[src/rtl/mux4_rr_arbiter.sv]
// Round-robin owner arbiter for a shared 4:1 1-bit line mux.
// Grants one requester at a time, caps contended hold time and inserts guard cycles between owners.
module mux4_rr_arbiter #(
    parameter int MAX_HOLD     = 16,
    parameter int GUARD_CYCLES = 1
) (
    input  logic       clk,
    input  logic       rst,
    input  logic [3:0] req,
    output logic [3:0] gnt,
    output logic [1:0] sel,
    output logic       busy,
    output logic       preempt
);

    localparam int HW = (MAX_HOLD > 1) ? $clog2(MAX_HOLD) : 1;
    localparam int GW = (GUARD_CYCLES > 0) ? $clog2(GUARD_CYCLES + 1) : 1;

    typedef enum logic [1:0] {
        ST_IDLE  = 2'd0,
        ST_GRANT = 2'd1,
        ST_GUARD = 2'd2
    } state_t;

    state_t          state_reg;
    logic [HW-1:0]   hold_cnt_reg;
    logic [GW-1:0]   guard_cnt_reg;
    logic [1:0]      last_owner_reg;
    logic [3:0]      gnt_reg;
    logic [1:0]      sel_reg;
    logic            busy_reg;
    logic            preempt_reg;

    logic [1:0]      winner;
    logic            owner_req;
    logic            others_req;
    logic            hold_expired;
    logic            guard_done;

    // Scan starts just after the last owner so it ends up lowest priority.
    always_comb begin
        logic found;
        logic [1:0] cand;
        winner = last_owner_reg;
        found  = 1'b0;
        cand   = last_owner_reg;
        for (int i = 1; i <= 4; i++) begin
            cand = last_owner_reg + 2'(i);
            if (!found && req[cand]) begin
                winner = cand;
                found  = 1'b1;
            end
        end
    end

    assign owner_req    = |(req & gnt_reg);
    assign others_req   = |(req & ~gnt_reg);
    assign hold_expired = (hold_cnt_reg == HW'(MAX_HOLD - 1));
    assign guard_done   = (guard_cnt_reg == GW'(GUARD_CYCLES - 1));

    always_ff @(posedge clk) begin
        if (rst) begin
            state_reg      <= ST_IDLE;
            hold_cnt_reg   <= '0;
            guard_cnt_reg  <= '0;
            last_owner_reg <= 2'd3;
            gnt_reg        <= 4'b0000;
            sel_reg        <= 2'd0;
            busy_reg       <= 1'b0;
            preempt_reg    <= 1'b0;
        end else begin
            preempt_reg <= 1'b0;
            case (state_reg)
                ST_IDLE: begin
                    if (|req) begin
                        state_reg      <= ST_GRANT;
                        gnt_reg        <= 4'b0001 << winner;
                        sel_reg        <= winner;
                        last_owner_reg <= winner;
                        hold_cnt_reg   <= '0;
                        busy_reg       <= 1'b1;
                    end
                end
                ST_GRANT: begin
                    // Release wins over expiry, so a simultaneous drop never flags preempt.
                    if (!owner_req) begin
                        state_reg     <= ST_GUARD;
                        gnt_reg       <= 4'b0000;
                        guard_cnt_reg <= '0;
                    end else if (hold_expired && others_req) begin
                        state_reg     <= ST_GUARD;
                        gnt_reg       <= 4'b0000;
                        guard_cnt_reg <= '0;
                        preempt_reg   <= 1'b1;
                    end else if (hold_expired) begin
                        hold_cnt_reg <= '0;
                    end else begin
                        hold_cnt_reg <= hold_cnt_reg + 1'b1;
                    end
                end
                ST_GUARD: begin
                    if (guard_done) begin
                        state_reg     <= ST_IDLE;
                        guard_cnt_reg <= '0;
                        busy_reg      <= 1'b0;
                    end else begin
                        guard_cnt_reg <= guard_cnt_reg + 1'b1;
                    end
                end
                default: begin
                    state_reg <= ST_IDLE;
                    gnt_reg   <= 4'b0000;
                    busy_reg  <= 1'b0;
                end
            endcase
        end
    end

    assign gnt     = gnt_reg;
    assign sel     = sel_reg;
    assign busy    = busy_reg;
    assign preempt = preempt_reg;

endmodule

[config.mk]
export PLATFORM = sky130hd
export DESIGN_NAME = mux4_rr_arbiter
export DESIGN_NICKNAME = d
export VERILOG_FILES = /design/src/rtl/mux4_rr_arbiter.sv
export SDC_FILE = /design/constraint.sdc
export NUM_CORES = 1
export LEC_CHECK = 0
export BUFFER_PORTS_ARGS = -buffer_cell sky130_fd_sc_hd__buf_4
export CAP_MARGIN = 20
export CELL_PAD_IN_SITES_DETAIL_PLACEMENT = 0
export CELL_PAD_IN_SITES_GLOBAL_PLACEMENT = 1
export CORE_UTILIZATION = 39
export CTS_CLUSTER_SIZE = 12
export DETAILED_ROUTE_END_ITERATION = 10
export PLACE_DENSITY = 0.84
export SLEW_MARGIN = 20
export SYNTH_ARGS = -nofsm -noshare
export SYNTH_HDL_FRONTEND = slang
export SYNTH_SLANG_ARGS = --single-unit
[constraint.sdc]
create_clock -name clk -period 1.96 [get_ports clk]
set_clock_uncertainty 0.05 [all_clocks]
set_input_delay 0.196 -clock clk [delete_from_list [all_inputs] [get_ports clk]]
set_output_delay 0.196 -clock clk [all_outputs]
set_load 0.1 [all_outputs]
== After elaboration in Yosys (flattened, before gate mapping) ==
Index checks and enable logic that the tools add are counted.
Word-level totals
  register bits after elaboration: 17
  output and inout port bits: 8
  logic and storage cells: 89
Operators by class
  add/sub/neg operators: 5
  order comparisons: 4
  equality and inequality tests: 8
  shifts and indexed selects: 1
  muxes and demuxes: 37
  bitwise operators: 6
  reductions and logical operators: 20
Operator list (count)
  2-to-1 mux 4 bit: 7
  2-to-1 mux 2 bit: 8
  2-to-1 mux 1 bit: 13
  < comparator 2 x 3 -> 1 bit (second input constant): 4
  one-hot mux 4 bit (3 select lines): 1
  OR reduction 4 bit: 3
  AND reduction 3 bit: 3
  AND 4 bit: 2
  binary-select mux 1 bit (select 2 bit): 4
  != test 2 bit (second input constant): 4
  one-hot mux 4 bit (2 select lines): 1
  one-hot mux 2 bit (3 select lines): 1
  adder 2 bit (second input constant): 2
  adder 4 x 1 -> 4 bit (second input constant): 1
  == test 4 bit (second input constant): 1
  logical AND 1 bit: 4
  NOT 4 bit: 1
  AND reduction 2 bit: 2
  AND reduction 4 bit: 1
  nonzero test 2 bit: 2
  left shift 1 x 2 -> 4 bit (first input constant): 1
  logical NOT 1 bit: 3
  != test 3 bit (second input constant): 1
  NOT 1 bit: 3
  8 further kinds: 8

== Longest topological paths before layout ==
  word-level depth: 16
  mapped depth: 6

== Worst setup path before layout ==
Ideal clock, no wire load.
  path type: register to register
  start: reg gnt_reg[2] (netlist: gnt[2])
  end: reg hold_cnt_reg[3]
  setup time: 58 ps
  arrival: 2016 ps
  path slack: -165 ps
  cell stages (with the launch flop): 6
  buffers on the path: 0
  period minus slack after synthesis: 2125 ps
  path through: dfxtp_1 a22o_1 o21a_2 a21oi_4 or4_1 nand2_1
On the way
  cells in the longest elaborated chain, start to end: 6
  elaborated cells between the ends (all ways): 9
  classes of those cells: eq/ne: 2; bitwise: 3; reduce/logical: 4
RTL lines
  from (decl): line 29  | logic [3:0] gnt_reg;
  from (signal assigned): line 77  | gnt_reg <= 4'b0001 << winner;
  NOT 4 bit: line 57  | assign others_req = |(req & ~gnt_reg);
  AND 4 bit: line 57
  OR reduction 4 bit: line 57
  logical AND 1 bit: line 90  | end else if (hold_expired && others_req) begin
  != test 2 bit (no line)
  AND reduction 4 bit (no line) (*)
  to (signal assigned): line 98  | hold_cnt_reg <= hold_cnt_reg + 1'b1;
  to (decl): line 26  | logic [HW-1:0] hold_cnt_reg;
Every way passes the cells marked *; elsewhere a longest branch is shown, timed or not.
A chain may end at the register's enable or synchronous reset.

== Final worst setup path ==
  start: reg hold_cnt_reg[0]
  end: reg gnt_reg[0] (netlist: gnt[0])
On the way
  cells in the longest elaborated chain, start to end: 4
RTL lines
  == test 4 bit: line 58  | assign hold_expired = (hold_cnt_reg == HW'(MAX_HOLD - 1));
  logical AND 1 bit: line 90
  != test 3 bit (no line)
  AND reduction 3 bit (no line)
No other way between the ends.

==> impl_metrics.py <==
metrics = {
    "detailed_routing": {
        "top_signal_layer_used": "met4",
        "postRouteAntennaNets": 0,
        "met3_length_um": 76,
        "vias": 756,
        "route.detailed.drc": 0,
        "wl_met1_um": 886,
        "detail_route.wirelength_mm": 1.76,
        "wl_per_cell_um": 12.8,
        "dr.pass1.iters": 4,
        "drtIter0Drc": 21,
        "routed_via_density": 5.52,
        "met2WireLength_um": 779,
    },
    "place": {
        "pre_cts_slack_ps": 323,
        "portBuffers": 13,
        "routabilityCongestion": 0.784,
        "dp_hpwl_mm": 1.27,
    },
    "cts": {
        "cts_resized": 0,
        "post-cts-setup-buffers": 0,
        "htree_num_levels": 1,
        "clk_pin_slew_ps": 100,
        "hold_buffers": 0,
        "cts-buffers-inserted": 3,
        "cts_max_path_buffers": 2,
        "cts_tree": "yes",
        "clk_latency_ps": 290,
        "cts_root_buf": "clkbuf_4",
        "cts_sinks": 16,
    },
    "power": {
        "pwr_density_cell_nw_per_um2": 961,
        "peakVddDrop_mv": 0.632,
        "leakagePower_uw": 0.000414,
    },
    "worst_setup_path": {
        "crit_required_ps": 2090,
        "rr_endpoint": "gnt[0]",
        "critical_path_class": "flop to flop",
        "r2r-start": "hold_cnt_reg[0]",
        "cp.arrival_ps": 1790,
        "r2r_cells": 6,
        "crit_path_end_kind": "flop",
        "r2r_slack_ps": 300,
        "cp_max_fo": 5,
        "cp-start-kind": "flop",
    },
    "min_path": {
        "worstHoldStart": "rst",
        "holdPathStages": 2,
        "min_to": "hold_cnt_reg[2]",
        "min_path_type": "input port to flop",
    },
    "die": {
        "dieHeight_um": 47.9,
        "num_io_pins": 14,
        "die_area_um2": 2300,
        "die_w_um": 47.9,
        "rows": 16,
        "core_um2": 1980,
        "initial_core_util_pct": 41.5,
    },
    "timing": {
        "rsz0062_at_grt": "false",
        "min_period_ps": 1660,
        "fin_crit_sh_pct": 84.6,
        "slew_viol_final": 0,
        "tightest_slew_ps": 468,
        "final-hold-violation-count": 0,
        "fmax_mhz": 603,
        "max_slew_margin_pct": 68.7,
        "setup_viol": 0,
        "setup_tns_ps": 0,
        "worst_slack_ps": 302,
    },
    "yosys": {
        "post-synth-top-area-cell": "dfxtp_1",
        "synth_nets": 103,
        "ys_seq_elements": 16,
        "netlist_area_um2": 823,
        "synth.area.top_cells": "dfxtp_1, nor2_1, a21oi_1",
        "synthDistinctLibCells": 37,
        "ys_seq_area_share_pct": 38.9,
        "yosysWarnings": 0,
        "avgSynthCellArea_um2": 8.58,
        "synthCells": 96,
        "synth_top_area_share_pct": 38.9,
    },
    "finish": {
        "fin_nets": 118,
        "final_common_cell": "buf_4",
        "antennaDiodeCount": 0,
        "mostFrequentLayoutCells": "buf_4, nor2_1, dfxtp_1",
        "post_route_cells_drive_above_1_share_pct": 24.5,
        "fillers": 198,
        "area_growth_pct": 19.5,
    },
    "grt": {
        "grt_max_degree": 19,
        "grt_pass1_vias": 621,
        "antenna_found_initial": 0,
        "grt-ovfl-total": 0,
        "grt_pass1_wl_mm": 2.71,
        "grtUsageTotal_pct": 17.5,
    },
    "outcome": {
        "outcome": "completed",
    },
    "run": {
        "cap_viol_max_count": 0,
    },
}
worst max-delay path, stage by stage, from the launching register on:
cell,delay (ps)
dfxtp_1,400
ha_1,240
nand3_1,150
a41oi_2,240
o22ai_1,180
nor2b_1,180
o2bb2ai_1,120
cell type report:
type	count	area (µm²)	share of cell area [%]
multi-input combinational	76	487	49.5
sequential	16	325	33.1
timing repair buffer	13	97.6	9.92
clock buffer	4	36.3	3.69
tap	27	33.8	3.44
inverter	1	3.75	0.382
routing by layer:
metal	GRT usage, %	vias to the layer above
met3	4.53	2
met2	25.1	22
met4	8.89	0
met5	0	-
met1	24.0	350
li1	-	382
report_power, final:
part	internal (µW)	total [µW]	switching, µW
logic	88.2	327	239
clock network	113	226	112
registers	360	392	32.1
total	562	945	383
cells in the mapped netlist:
master     count
a21o_1         2
a21oi_1        6
a21oi_4        1
a22o_1         2
a31oi_1        1
a32oi_1        1
a41o_1         1
a41oi_2        1
and2b_1        1
and2b_2        1
clkbuf_1       2
clkbuf_2       1
dfxtp_1       16
ha_1           1
inv_1          1
nand2_1        7
nand2b_1       4
nand3_1        2
nand3b_1       1
nand4b_1       2
nor2_1        12
nor2b_1        3
nor3_1         2
nor3_2         1
nor4_1         1
nor4_2         1
o211a_1        1
o21a_2         1
o21ai_0        6
o21ai_1        1
o21bai_1       1
o22ai_1        1
o2bb2ai_1      2
o31ai_1        1
or2b_1         4
or3_1          3
or4_1          1
how the worst max path moves through the flow:
stage / startpoint / end / slack, ps
6_report: hold_cnt_reg[0] / gnt[0] / 300
2_1_floorplan: gnt[2] / hold_cnt_reg[3] / 170
3_3_place_gp: hold_cnt_reg[0] / hold_cnt_reg[3] / 370
4_1_cts: hold_cnt_reg[0] / hold_cnt_reg[3] / 310
5_1_grt: hold_cnt_reg[0] / gnt[1] / 170
3_5_place_dp: hold_cnt_reg[0] / hold_cnt_reg[3] / 320
cell families after synthesis:
kind of cell	share of synthesized area, %
buf+inv	1.98
simple gates	31.8
flops	38.9
compound gates	25.8
fa+ha+maj	1.52
per-stage QoR:
stage	cells	total power [µW]	utilization, %	hold slack [ps]	instance area [µm²]
after global placement	133	722	47.8	397	947
final	137	945	49.6	151	983
after detailed placement	133	724	47.8	407	947
after CTS	137	949	49.6	144	983
after global routing	137	987	49.6	156	983
after floorplan	96	652	-	425	828
No activity file was read; power rests on OpenSTA's default activity.
